**src/rtl/uart_tx.sv**
```systemverilog
// UART transmitter: serialises one word per request (start, data LSB first, stop)
// and can also drive a line BREAK. All line-facing outputs are registered.
module uart_tx #(
  parameter int BIT_RATE     = 9600,
  parameter int CLK_HZ       = 100000000,
  parameter int PAYLOAD_BITS = 8,
  parameter int STOP_BITS    = 1
) (
  input  logic                    clk,
  input  logic                    resetn,
  output logic                    uart_txd,
  output logic                    uart_tx_busy,
  input  logic                    uart_tx_en,
  input  logic                    uart_tx_break,
  input  logic [PAYLOAD_BITS-1:0] uart_tx_data
);

  localparam int CYCLES_PER_BIT = CLK_HZ / BIT_RATE;
  localparam int CW             = $clog2(CYCLES_PER_BIT) + 1;
  localparam int BREAK_BITS     = 1 + PAYLOAD_BITS + STOP_BITS;
  localparam int BW             = $clog2(BREAK_BITS) + 1;

  localparam logic [CW-1:0] LAST_CYCLE = CW'(CYCLES_PER_BIT - 1);
  localparam logic [BW-1:0] LAST_DATA  = BW'(PAYLOAD_BITS - 1);
  localparam logic [BW-1:0] LAST_STOP  = BW'(STOP_BITS - 1);
  localparam logic [BW-1:0] LAST_BREAK = BW'(BREAK_BITS - 1);

  typedef enum logic [2:0] {
    IDLE,
    START,
    DATA,
    STOP,
    BREAK
  } state_t;

  state_t                  r_state;
  state_t                  w_state_next;
  logic [CW-1:0]           r_cycle;
  logic [CW-1:0]           w_cycle_next;
  logic [BW-1:0]           r_bit;
  logic [BW-1:0]           w_bit_next;
  logic [PAYLOAD_BITS-1:0] r_shift;
  logic [PAYLOAD_BITS-1:0] w_shift_next;
  logic                    r_txd;
  logic                    w_txd_next;
  logic                    r_busy;
  logic                    w_bit_end;

  assign w_bit_end    = (r_cycle == LAST_CYCLE);
  assign uart_txd     = r_txd;
  assign uart_tx_busy = r_busy;

  always_comb begin
    w_state_next = r_state;
    w_cycle_next = r_cycle + CW'(1);
    w_bit_next   = r_bit;
    w_shift_next = r_shift;
    w_txd_next   = r_txd;

    // The line level is computed alongside the next state so it moves only
    // at bit boundaries and lands in the same register stage as the state.
    case (r_state)
      IDLE: begin
        w_cycle_next = '0;
        w_bit_next   = '0;
        w_txd_next   = 1'b1;
        if (uart_tx_en) begin
          w_txd_next = 1'b0;
          if (uart_tx_break) begin
            w_state_next = BREAK;
          end else begin
            w_state_next = START;
            w_shift_next = uart_tx_data;
          end
        end
      end
      START: begin
        if (w_bit_end) begin
          w_cycle_next = '0;
          w_bit_next   = '0;
          w_state_next = DATA;
          w_txd_next   = r_shift[0];
        end
      end
      DATA: begin
        if (w_bit_end) begin
          w_cycle_next = '0;
          w_shift_next = {1'b0, r_shift[PAYLOAD_BITS-1:1]};
          if (r_bit == LAST_DATA) begin
            w_bit_next   = '0;
            w_state_next = STOP;
            w_txd_next   = 1'b1;
          end else begin
            w_bit_next = r_bit + BW'(1);
            w_txd_next = r_shift[1];
          end
        end
      end
      STOP: begin
        w_txd_next = 1'b1;
        if (w_bit_end) begin
          w_cycle_next = '0;
          if (r_bit == LAST_STOP) begin
            w_bit_next   = '0;
            w_state_next = IDLE;
          end else begin
            w_bit_next = r_bit + BW'(1);
          end
        end
      end
      BREAK: begin
        w_txd_next = 1'b0;
        if (w_bit_end) begin
          w_cycle_next = '0;
          if (r_bit == LAST_BREAK) begin
            w_bit_next   = '0;
            w_state_next = STOP;
            w_txd_next   = 1'b1;
          end else begin
            w_bit_next = r_bit + BW'(1);
          end
        end
      end
      default: begin
        w_state_next = IDLE;
        w_cycle_next = '0;
        w_bit_next   = '0;
        w_txd_next   = 1'b1;
      end
    endcase
  end

  always_ff @(posedge clk or negedge resetn) begin
    if (!resetn) begin
      r_state <= IDLE;
      r_cycle <= '0;
      r_bit   <= '0;
      r_shift <= '0;
      r_txd   <= 1'b1;
      r_busy  <= 1'b0;
    end else begin
      r_state <= w_state_next;
      r_cycle <= w_cycle_next;
      r_bit   <= w_bit_next;
      r_shift <= w_shift_next;
      r_txd   <= w_txd_next;
      r_busy  <= (w_state_next != IDLE);
    end
  end

endmodule

```
**config.mk**
```make
export PLATFORM = sky130hd
export DESIGN_NAME = uart_tx
export DESIGN_NICKNAME = d
export VERILOG_FILES = /design/src/rtl/uart_tx.sv
export SDC_FILE = /design/constraint.sdc
export NUM_CORES = 1
export LEC_CHECK = 0
export CAP_MARGIN = 20
export CORE_MARGIN = 2
export CORE_UTILIZATION = 61
export DETAILED_ROUTE_END_ITERATION = 8
export MAX_ROUTING_LAYER = met4
export PLACE_DENSITY = 0.95
export RECOVER_POWER = 50
export SETUP_SLACK_MARGIN = 0.15
export SYNTH_ARGS = -nofsm -noshare
export SYNTH_HDL_FRONTEND = slang
export SYNTH_SLANG_ARGS = --single-unit
```
**constraint.sdc**
```tcl
create_clock -name clk -period 5.8 [get_ports clk]
set_clock_uncertainty 0.1 [all_clocks]
set_input_delay 1.16 -clock clk [delete_from_list [all_inputs] [get_ports clk]]
set_output_delay 1.16 -clock clk [all_outputs]
set_load 0.005 [all_outputs]
```
==> results.sh, run 1 <==
export IMPL_status="complete, but fails checks"
export IMPL_violations="max-capacitance violations, max-slew violations"
export IMPL_worst_slew_pin_slew_ns=1.73
export IMPL_gp_congestion=0.869
export IMPL_final_nets=216
export IMPL_powerDensity_mw_per_mm2=340
export IMPL_fmax_mhz=344
export IMPL_r2r_end="r_bit[2]$_DFFE_PN0P_"
export IMPL_grt_ovfl_total=0
export IMPL_tns_ns=0
export IMPL_synth_cells=187
export IMPL_clock_latency_ns=0.34
export IMPL_synth_main_ff_cell="dfrtp_1"
export IMPL_dp_final_hpwl_um=2360
export IMPL_fin_hold_ws_ns=0.359
export IMPL_cts_tree="yes"
export IMPL_avgSynthCellArea_um2=9.74
export IMPL_clock_root_buffer="clkbuf_4"
export IMPL_start_kind="input pin"
export IMPL_cts_buffer_depth=2
export IMPL_grt_pass1_vias=1407
export IMPL_rsz0062_at_grt="false"
export IMPL_setup_viol=0
export IMPL_drt_wl_total_um=3410
export IMPL_yosysSeqAreaShare_pct=45.4
export IMPL_synth_cell_types=46
export IMPL_post_route_cells_drive_above_1_share_pct=10.9
export IMPL_min_from="uart_txd$_DFFE_PN1P_"
export IMPL_drc=0
export IMPL_grt_pass1_wl_um=6040
export IMPL_coreArea_mm2=0.00281
export IMPL_final_instance_count_excl_fill=232
export IMPL_postRouteAntennaNets=0
export IMPL_diodes=0
export IMPL_crit_type="in2async"
export IMPL_seq_area_um2=827
export IMPL_finalHoldViolCount=0
export IMPL_vdd_drop_max_uv=233
export IMPL_final_min_clock_period_ns=2.90
export IMPL_grt_start_max_net_pins=34
export IMPL_r2r_start="r_cycle[6]$_DFF_PN0_"
export IMPL_crit_required_ns=5.83
export IMPL_cts_hold_buf=0
export IMPL_synth_area_mm2=0.00182
export IMPL_dr_pass1_iters=4
export IMPL_layout_commonest_cell="dfrtp_1"
export IMPL_cts_clk_slew_worst_paths_ns=0.09
export IMPL_dr_wl_met2_um=1670
export IMPL_syn_nets=203
export IMPL_crit_buf_inv=2
export IMPL_drv_slew=34
export IMPL_multi_input_area_um2=920
export IMPL_groute_usage_overall_pct=24.0
export IMPL_portBuffers=13
export IMPL_cts_num_sinks=33
export IMPL_wl_per_cell_um=14.7
export IMPL_cp_slowest_cell="clkbuf_1"
export IMPL_worst_ep_arrival_time_ns=2.93
export IMPL_synth_edf_count=0
export IMPL_reg2reg_depth=5
export IMPL_max_cap_violations=1
export IMPL_die_h_um=58.7
export IMPL_dr_total_vias=1406
export IMPL_leakagePower_nw=0.833
export IMPL_cts_resized=0
export IMPL_top_layer_used="met4"
export IMPL_die_area_mm2=0.00344
export IMPL_min_to="uart_txd$_DFFE_PN1P_"
export IMPL_r2r_setup_slack_ns=2.96
export IMPL_dp_cells=224
export IMPL_syn_to_final_growth_pct=10.4
export IMPL_fill_cells=198
export IMPL_async_flop_share_pct=100
export IMPL_wl_met3_um=98
export IMPL_yosys_warnings=0
export IMPL_cp_cell_sequence="dlygate4sd3_1 > clkbuf_1"
export IMPL_die_w_um=58.7
export IMPL_worst_hold_path_num_cells=2
export IMPL_final_util_pct=71.7
export IMPL_ios=14
export IMPL_wirelength_met1_um=1580
export IMPL_end_kind="async pin"
export IMPL_final_cell_mix="dfrtp_1, nor2_1, o21ai_0"
export IMPL_antenna_found_initial=0
export IMPL_ys_ff_latch=33
export IMPL_vias_per_cell=6.06
export IMPL_drtIter0Drc=67
export IMPL_max_slew_margin_rel_pct=-15.5
export IMPL_worst_hold_path_type="reg2reg"
export IMPL_h_tree_depth=2
export IMPL_cp_max_fo=33
export IMPL_slowest_delay_ns=1.25
export IMPL_num_rows=19
export IMPL_start_util_pct=64.9
export IMPL_period_share_pct=50.1
export IMPL_post_cts_buffers=0
export IMPL_critPathTopFamily="buffers and inverters"
export IMPL_numCtsBuffers=5
[through the flow]
| step | setup WS [ns] | instance area [um2] | power, mW |
|---|---|---|---|
| after floorplan | 3.46 | 1820 | 0.485 |
| after global placement | 2.91 | 1950 | 0.525 |
| after detailed placement | 2.81 | 1950 | 0.538 |
| after CTS | 2.95 | 2020 | 0.687 |
| after global routing | 2.50 | 2010 | 0.732 |
| final | 2.90 | 2010 | 0.685 |
[cells in the mapped netlist (all sizes together) (2+ instances only)]
cell type	count	share of area [%]
or3b	2	0.96
or4b	2	1.3
dfrtp	32	44
or2	2	0.82
inv	6	1.2
xor2	8	3.8
nand4	4	1.4
nor3b	3	1.9
nand3	12	3.3
nor2	23	4.7
ha	4	2.7
buf	6	2.7
xnor2	5	2.4
nand2	12	2.5
o21ai	22	6.0
nor3	3	0.82
clkbuf	2	0.41
a31oi	5	1.7
mux2i	8	4.4
nor4b	2	1.3
a21oi	5	1.6
nor4	3	1.9
o22ai	2	0.69
[power breakdown]
part | internal, mW | switching, mW | leakage [nW]
registers | 0.279 | 0.0458 | 0.435
logic | 0.0907 | 0.120 | 0.357
clock network | 0.0702 | 0.0789 | 0.0413
[per-layer routing]
layer  up-vias  GRT usage [%]
met2        29           37.9
li1        687              -
met5         -              -
met4         0           12.0
met3         7           5.05
met1       683           29.4
[kinds of logic after synthesis]
logic type	Yosys count	share of synthesized area [%]
compound gates	39	12.7
xor+xnor	13	6.25
fa+ha+maj	4	2.75
buf+inv	14	4.40
flops	33	45.4
mux	8	4.40
simple gates	76	24.1
[worst max-delay path by stage]
stage,from,endpoint,slack [ns],cells after the start
after global routing,resetn,r_shift[6]$_DFFE_PN0P_,2.50,2
after CTS,r_cycle[6]$_DFF_PN0_,r_bit[2]$_DFFE_PN0P_,2.95,5
after floorplan,uart_tx_break,r_shift[0]$_DFFE_PN0P_,3.46,4
after detailed placement,uart_tx_break,r_shift[6]$_DFFE_PN0P_,2.81,5
final,resetn,r_bit[1]$_DFFE_PN0P_,2.90,2
after global placement,uart_tx_en,r_shift[2]$_DFFE_PN0P_,2.91,4
[sequential cells by signal, indices dropped and copies added (netlist names)]
register,cells
r_cycle,15
r_state,3
uart_txd,1
uart_tx_busy,1
r_bit,5
r_shift,8
[cell type report]
cell class	count	area share (%)
multi-input cells	140	45.7
flip-flops and latches	33	41.1
repair buffers	14	6.65
clock buffers	7	3.23
well taps	31	1.93
inverters	6	1.12
clock inverters	1	0.249
No activity file was read; power rests on OpenSTA's default activity.
==> run 2, diff against run 1 <==
--- a/config.mk
+++ b/config.mk
@@ -7,10 +7,10 @@
 export LEC_CHECK = 0
 export CAP_MARGIN = 20
 export CORE_MARGIN = 2
-export CORE_UTILIZATION = 61
+export CORE_UTILIZATION = 57
 export DETAILED_ROUTE_END_ITERATION = 8
 export MAX_ROUTING_LAYER = met4
-export PLACE_DENSITY = 0.95
+export PLACE_DENSITY = 0.9
 export RECOVER_POWER = 50
 export SETUP_SLACK_MARGIN = 0.15
 export SYNTH_ARGS = -nofsm -noshare
==> constraint.sdc (replaced) <==
create_clock -name clk -period 3 [get_ports clk]
set_clock_uncertainty 0.1 [all_clocks]
set_input_delay 0.6 -clock clk [delete_from_list [all_inputs] [get_ports clk]]
set_output_delay 0.6 -clock clk [all_outputs]
set_load 0.005 [all_outputs]
==> run 2 against run 1 <==
  * The flow still finishes with violations (max-capacitance violations, max-slew violations)
  * Sequential share of layout area shrank 0.48 points
  * First-iteration DRC count increased by 63%
  * Final area increased by 1.2%
  * Critical path depth grew 4
==> results.sh, run 2 (synthesized netlist as in run 1, its figures left out) <==
export IMPL_final_util_pct=66.7
export IMPL_numCtsBuffers=5
export IMPL_powerDensity_mw_per_mm2=630
export IMPL_cp_slowest_cell="or4b_4"
export IMPL_worst_path_stages=6
export IMPL_critPathTopFamily="simple AND/OR/NAND/NOR gates"
export IMPL_groute_usage_overall_pct=21.2
export IMPL_period_share_pct=80.4
export IMPL_cts_buffer_depth=2
export IMPL_tns_ns=0
export IMPL_r2r_setup_slack_ns=0.59
export IMPL_top_regs="r_cycle x15, r_shift x8, r_bit x5"
export IMPL_largest_register_ffs=15
export IMPL_syn_to_final_growth_pct=11.7
export IMPL_vias_per_cell=5.68
export IMPL_worst_hold_path_type="reg2reg"
export IMPL_grt_pass1_vias=1268
export IMPL_drc=0
export IMPL_crit_required_ns=3.14
export IMPL_grt_pass1_wl_um=5310
export IMPL_cts_num_sinks=33
export IMPL_cp_cell_sequence="or4b_4 > nor4_4 > buf_4 > or3b_2 > o21ai_0 > a21o_1"
export IMPL_postRouteAntennaNets=0
export IMPL_finalHoldViolCount=0
export IMPL_clock_latency_ns=0.34
export IMPL_max_cap_violations=1
export IMPL_end_kind="flip-flop"
export IMPL_die_w_um=60.5
export IMPL_cts_clk_slew_worst_paths_ns=0.10
export IMPL_ios=14
export IMPL_post_route_cells_drive_above_1_share_pct=11.3
export IMPL_max_slew_margin_rel_pct=-12.5
export IMPL_cts_resized=0
export IMPL_grt_start_max_net_pins=34
export IMPL_crit_type="reg2reg"
export IMPL_fill_cells=239
export IMPL_fin_hold_ws_ns=0.357
export IMPL_reg2reg_depth=6
export IMPL_layout_commonest_cell="dfrtp_1"
export IMPL_final_cell_mix="dfrtp_1, nor2_1, o21ai_0"
export IMPL_r2r_start="r_cycle[6]$_DFF_PN0_"
export IMPL_h_tree_depth=2
export IMPL_start_kind="flip-flop"
export IMPL_cp_max_fo=17
export IMPL_r2r_end="r_bit[2]$_DFFE_PN0P_"
export IMPL_gp_congestion=0.878
export IMPL_worst_slew_pin_slew_ns=1.69
export IMPL_violations="max-capacitance violations, max-slew violations"
export IMPL_final_nets=219
export IMPL_grt_ovfl_total=0
export IMPL_wl_per_cell_um=13.0
export IMPL_die_h_um=60.5
export IMPL_leakagePower_nw=0.839
export IMPL_top_register="r_cycle"
export IMPL_cts_tree="yes"
export IMPL_setup_viol=0
export IMPL_post_cts_buffers=0
export IMPL_cp_startpoint="r_cycle[6]$_DFF_PN0_"
export IMPL_coreArea_mm2=0.00305
export IMPL_dr_total_vias=1403
export IMPL_start_util_pct=59.7
export IMPL_final_min_clock_period_ns=2.41
export IMPL_rsz0062_at_grt="false"
export IMPL_portBuffers=13
export IMPL_slowest_delay_ns=0.57
export IMPL_cts_hold_buf=0
export IMPL_clock_root_buffer="clkbuf_4"
export IMPL_die_area_mm2=0.00366
export IMPL_drt_wl_total_um=3220
export IMPL_worst_ep_arrival_time_ns=2.55
export IMPL_crit_buf_inv=1
export IMPL_dp_final_hpwl_um=2210
export IMPL_diodes=0
export IMPL_fmax_mhz=415
export IMPL_worstSetupEndpoint="r_bit[2]$_DFFE_PN0P_"
export IMPL_seq_area_um2=827
export IMPL_drtIter0Drc=109
export IMPL_num_rows=20
export IMPL_antenna_found_initial=0
export IMPL_multi_input_area_um2=920
export IMPL_dr_pass1_iters=5
export IMPL_drv_slew=34
export IMPL_vdd_drop_max_uv=384
export IMPL_status="complete, but fails checks"
-- run 2: cell types whose count changed in the layout (fill, tap and decap cells not counted) --
cell	before	now
clkbuf_1	1	2
clkinv_2	1	0
buf_4	0	3
clkbuf_8	2	1
-- run 2: where the power goes --
group          total, mW  internal (mW)  switching [mW]
Sequential         0.621          0.539          0.0825
Combinational      0.410          0.180           0.230
Clock              0.252          0.110           0.142
Total               1.28          0.829           0.455
-- run 2: worst min path at each step --
stage | cells after the start | from | slack, ns | to
2_1_floorplan | 0 | resetn | 0.20 | r_bit[0]$_DFFE_PN0P_
3_3_place_gp | 2 | uart_txd$_DFFE_PN1P_ | 0.34 | uart_txd$_DFFE_PN1P_
3_5_place_dp | 2 | uart_txd$_DFFE_PN1P_ | 0.35 | uart_txd$_DFFE_PN1P_
4_1_cts | 2 | uart_txd$_DFFE_PN1P_ | 0.36 | uart_txd$_DFFE_PN1P_
5_1_grt | 2 | uart_txd$_DFFE_PN1P_ | 0.39 | uart_txd$_DFFE_PN1P_
6_report | 2 | uart_txd$_DFFE_PN1P_ | 0.36 | uart_txd$_DFFE_PN1P_
-- run 2: cell type report --
| class | instances | share of cell area [%] |
|---|---|---|
| Sequential cell | 33 | 40.6 |
| Timing Repair Buffer | 17 | 7.68 |
| Tap cell | 44 | 2.70 |
| Clock buffer | 7 | 2.70 |
| Inverter | 6 | 1.11 |
| Multi-Input combinational cell | 140 | 45.2 |
-- run 2: metal layers --
| metal | up-vias | wire [um] | track usage [%] |
|---|---|---|---|
| li1 | 690 | - | - |
| met4 | 0 | 63 | 10.6 |
| met1 | 676 | 1500 | 25.0 |
| met3 | 6 | 138 | 8.32 |
| met2 | 31 | 1520 | 31.5 |
| met5 | - | 0 | - |
-- run 2: per-stage QoR --
step	std cells	worst slack [ns]	cell area, um2	power [mW]
6_report	247	0.588	2040	1.28
2_1_floorplan	187	0.889	1820	0.938
3_3_place_gp	240	0.572	1980	1.03
5_1_grt	247	0.317	2040	1.38
4_1_cts	247	0.583	2040	1.29
3_5_place_dp	240	0.538	1980	1.04
-- run 2: worst register-to-register path: stages (launching register included) --
cell	delay, ns
dfrtp_1	0.44
or4b_4	0.57
nor4_4	0.26
buf_4	0.23
or3b_2	0.36
o21ai_0	0.15
a21o_1	0.19
==> run 3, diff against run 2 <==
--- a/config.mk
+++ b/config.mk
@@ -7,10 +7,10 @@
 export LEC_CHECK = 0
 export CAP_MARGIN = 20
 export CORE_MARGIN = 2
-export CORE_UTILIZATION = 57
+export CORE_UTILIZATION = 52
 export DETAILED_ROUTE_END_ITERATION = 8
 export MAX_ROUTING_LAYER = met4
-export PLACE_DENSITY = 0.9
+export PLACE_DENSITY = 0.87
 export RECOVER_POWER = 50
 export SETUP_SLACK_MARGIN = 0.15
 export SYNTH_ARGS = -nofsm -noshare
==> constraint.sdc (replaced) <==
create_clock -name clk -period 2.2 [get_ports clk]
set_clock_uncertainty 0.1 [all_clocks]
set_input_delay 0.44 -clock clk [delete_from_list [all_inputs] [get_ports clk]]
set_output_delay 0.44 -clock clk [all_outputs]
set_load 0.005 [all_outputs]
==> run 3 against run 2 <==
  * The run now ends clean
  * First-iteration DRC count rose by 27%
  * Final cell count grew 9.7%
  * Core utilization up 5.8 points
  * Critical path depth stayed put
  * Sequential cell count stayed put
  * Power is 72% higher
  * Final area grew 20%
  * Die area grew 9.0%
  * Hold slack better by 0.0036 ns
  * Critical path type unchanged
  * Maximum frequency grew 11%
==> results.sh, run 3 (synthesized netlist as in run 1, its figures left out) <==
export IMPL_groute_usage_overall_pct=21.8
export IMPL_top_regs="r_cycle x15, r_shift x8, r_bit x5"
export IMPL_clock_latency_ns=0.34
export IMPL_status="finished, final reports clean"
export IMPL_gp_congestion=0.865
export IMPL_finalHoldViolCount=0
export IMPL_crit_type="reg2reg"
export IMPL_post_route_cells_drive_above_1_share_pct=33.3
export IMPL_grt_ovfl_total=0
export IMPL_drt_wl_total_um=4470
export IMPL_cts_clk_slew_worst_paths_ns=0.11
export IMPL_grt_pass1_wl_um=6580
export IMPL_postRouteAntennaNets=0
export IMPL_max_slew_margin_rel_pct=46.4
export IMPL_die_area_mm2=0.00399
export IMPL_ios=14
export IMPL_largest_register_ffs=15
export IMPL_setup_viol=0
export IMPL_diodes=0
export IMPL_worst_hold_path_type="reg2reg"
export IMPL_coreArea_mm2=0.00336
export IMPL_dr_total_vias=1590
export IMPL_numCtsBuffers=5
export IMPL_vias_per_cell=5.87
export IMPL_grt_pass1_vias=1488
export IMPL_worst_ep_arrival_time_ns=2.29
export IMPL_wl_per_cell_um=16.5
export IMPL_p_total_mw=2.21
export IMPL_rsz0062_at_grt="true"
export IMPL_die_w_um=63.2
export IMPL_powerDensity_mw_per_mm2=906
export IMPL_fmax_mhz=462
export IMPL_cts_buffer_depth=2
export IMPL_syn_to_final_growth_pct=33.8
export IMPL_crit_required_ns=2.32
export IMPL_final_min_clock_period_ns=2.16
export IMPL_layout_commonest_cell="dfrtp_1"
export IMPL_die_h_um=63.2
export IMPL_final_cell_mix="dfrtp_1, buf_4, nor2_1"
export IMPL_worst_slew_pin_slew_ns=0.803
export IMPL_cp_cell_sequence="or4b_4 > nor4_4 > buf_6 > and4_4 > o21ai_2 > nand4b_1"
export IMPL_clock_root_buffer="clkbuf_4"
export IMPL_dr_pass1_iters=5
export IMPL_drv_slew=0
export IMPL_period_share_pct=98.4
export IMPL_leakagePower_nw=0.986
export IMPL_grt_start_max_net_pins=34
export IMPL_cts_hold_buf=0
export IMPL_start_util_pct=54.2
export IMPL_start_kind="flip-flop"
export IMPL_final_nets=240
export IMPL_vdd_drop_max_uv=409
export IMPL_cts_tree="yes"
export IMPL_cp_slowest_cell="or4b_4"
export IMPL_drc=0
export IMPL_end_kind="flip-flop"
export IMPL_dp_final_hpwl_um=2450
export IMPL_cp_max_fo=7
export IMPL_h_tree_depth=2
export IMPL_num_rows=21
export IMPL_slowest_delay_ns=0.56
export IMPL_max_cap_violations=0
export IMPL_fin_area_mm2=0.00244
export IMPL_cts_num_sinks=33
export IMPL_top_register="r_cycle"
export IMPL_antenna_found_initial=0
export IMPL_dpl_cell_area_mm2=0.00208
export IMPL_drtIter0Drc=138
export IMPL_portBuffers=13
## run 3: layout make-up
cell class | instances | area [um2]
clock buffers | 5 | 37.5
inverters | 6 | 22.5
clock inverters | 3 | 17.5
repair buffers | 38 | 373
flip-flops and latches | 33 | 827
well taps | 46 | 57.6
multi-input cells | 140 | 1100
fillers | 245 | 926
## run 3: worst paths after layout
check                                           from                     end  slack, ns  depth (start not counted)
worst max-delay path            r_cycle[4]$_DFF_PN0_  uart_tx_busy$_DFF_PN0_       0.04                          6
worst min-delay path            uart_txd$_DFFE_PN1P_    uart_txd$_DFFE_PN1P_       0.36                          2
worst max register to register  r_cycle[4]$_DFF_PN0_  uart_tx_busy$_DFF_PN0_       0.04                          6
worst min register to register  uart_txd$_DFFE_PN1P_    uart_txd$_DFFE_PN1P_       0.36                          2
max in group asynchronous                     resetn  r_shift[0]$_DFFE_PN0P_       0.89                          2
min in group asynchronous                     resetn    r_cycle[2]$_DFF_PN0_       0.60                          2
## run 3: worst max-delay path, delay by kind of cell (launching register included)
kind	cells	cell delay [ns]
flip-flops	1	0.41
buffers and inverters	1	0.18
AO/OA/AOI/OAI	1	0.06
AND/OR/NAND/NOR	4	1.29
## run 3: repair_timing
action                     in CTS  in global routing
cloned                          0                  1
gates resized for setup        12                 39
setup buffers                   5                  5
pin swaps                      14                 17
setup endpoints to repair      29                 26
## run 3: routing by layer
metal	vias to the layer above	wire, um	track usage, %	part of all wire (%)
met2	62	2180	34.8	49
met4	0	84	7.61	1.9
met3	12	249	5.71	5.6
met5	-	0	-	0
met1	773	1960	27.0	44
li1	743	-	-	-
## run 3: power by group
part / internal, mW / switching [mW] / total (mW)
logic: 0.496 / 0.508 / 1.00
registers: 0.734 / 0.136 / 0.870
clock network: 0.120 / 0.213 / 0.334
total: 1.35 / 0.858 / 2.21
## run 3: through the flow
step,utilization [%],setup TNS (ns),worst slack [ns],cells,hold slack [ns]
2_1_floorplan,-,0,0.131,187,0.0444
3_3_place_gp,61.9,-0.255,-0.0391,252,0.342
3_5_place_dp,61.9,-0.614,-0.0911,252,0.347
4_1_cts,66.0,0,0.0591,265,0.367
5_1_grt,72.5,-0.254,-0.0423,271,0.393
6_report,72.5,0,0.0359,271,0.361
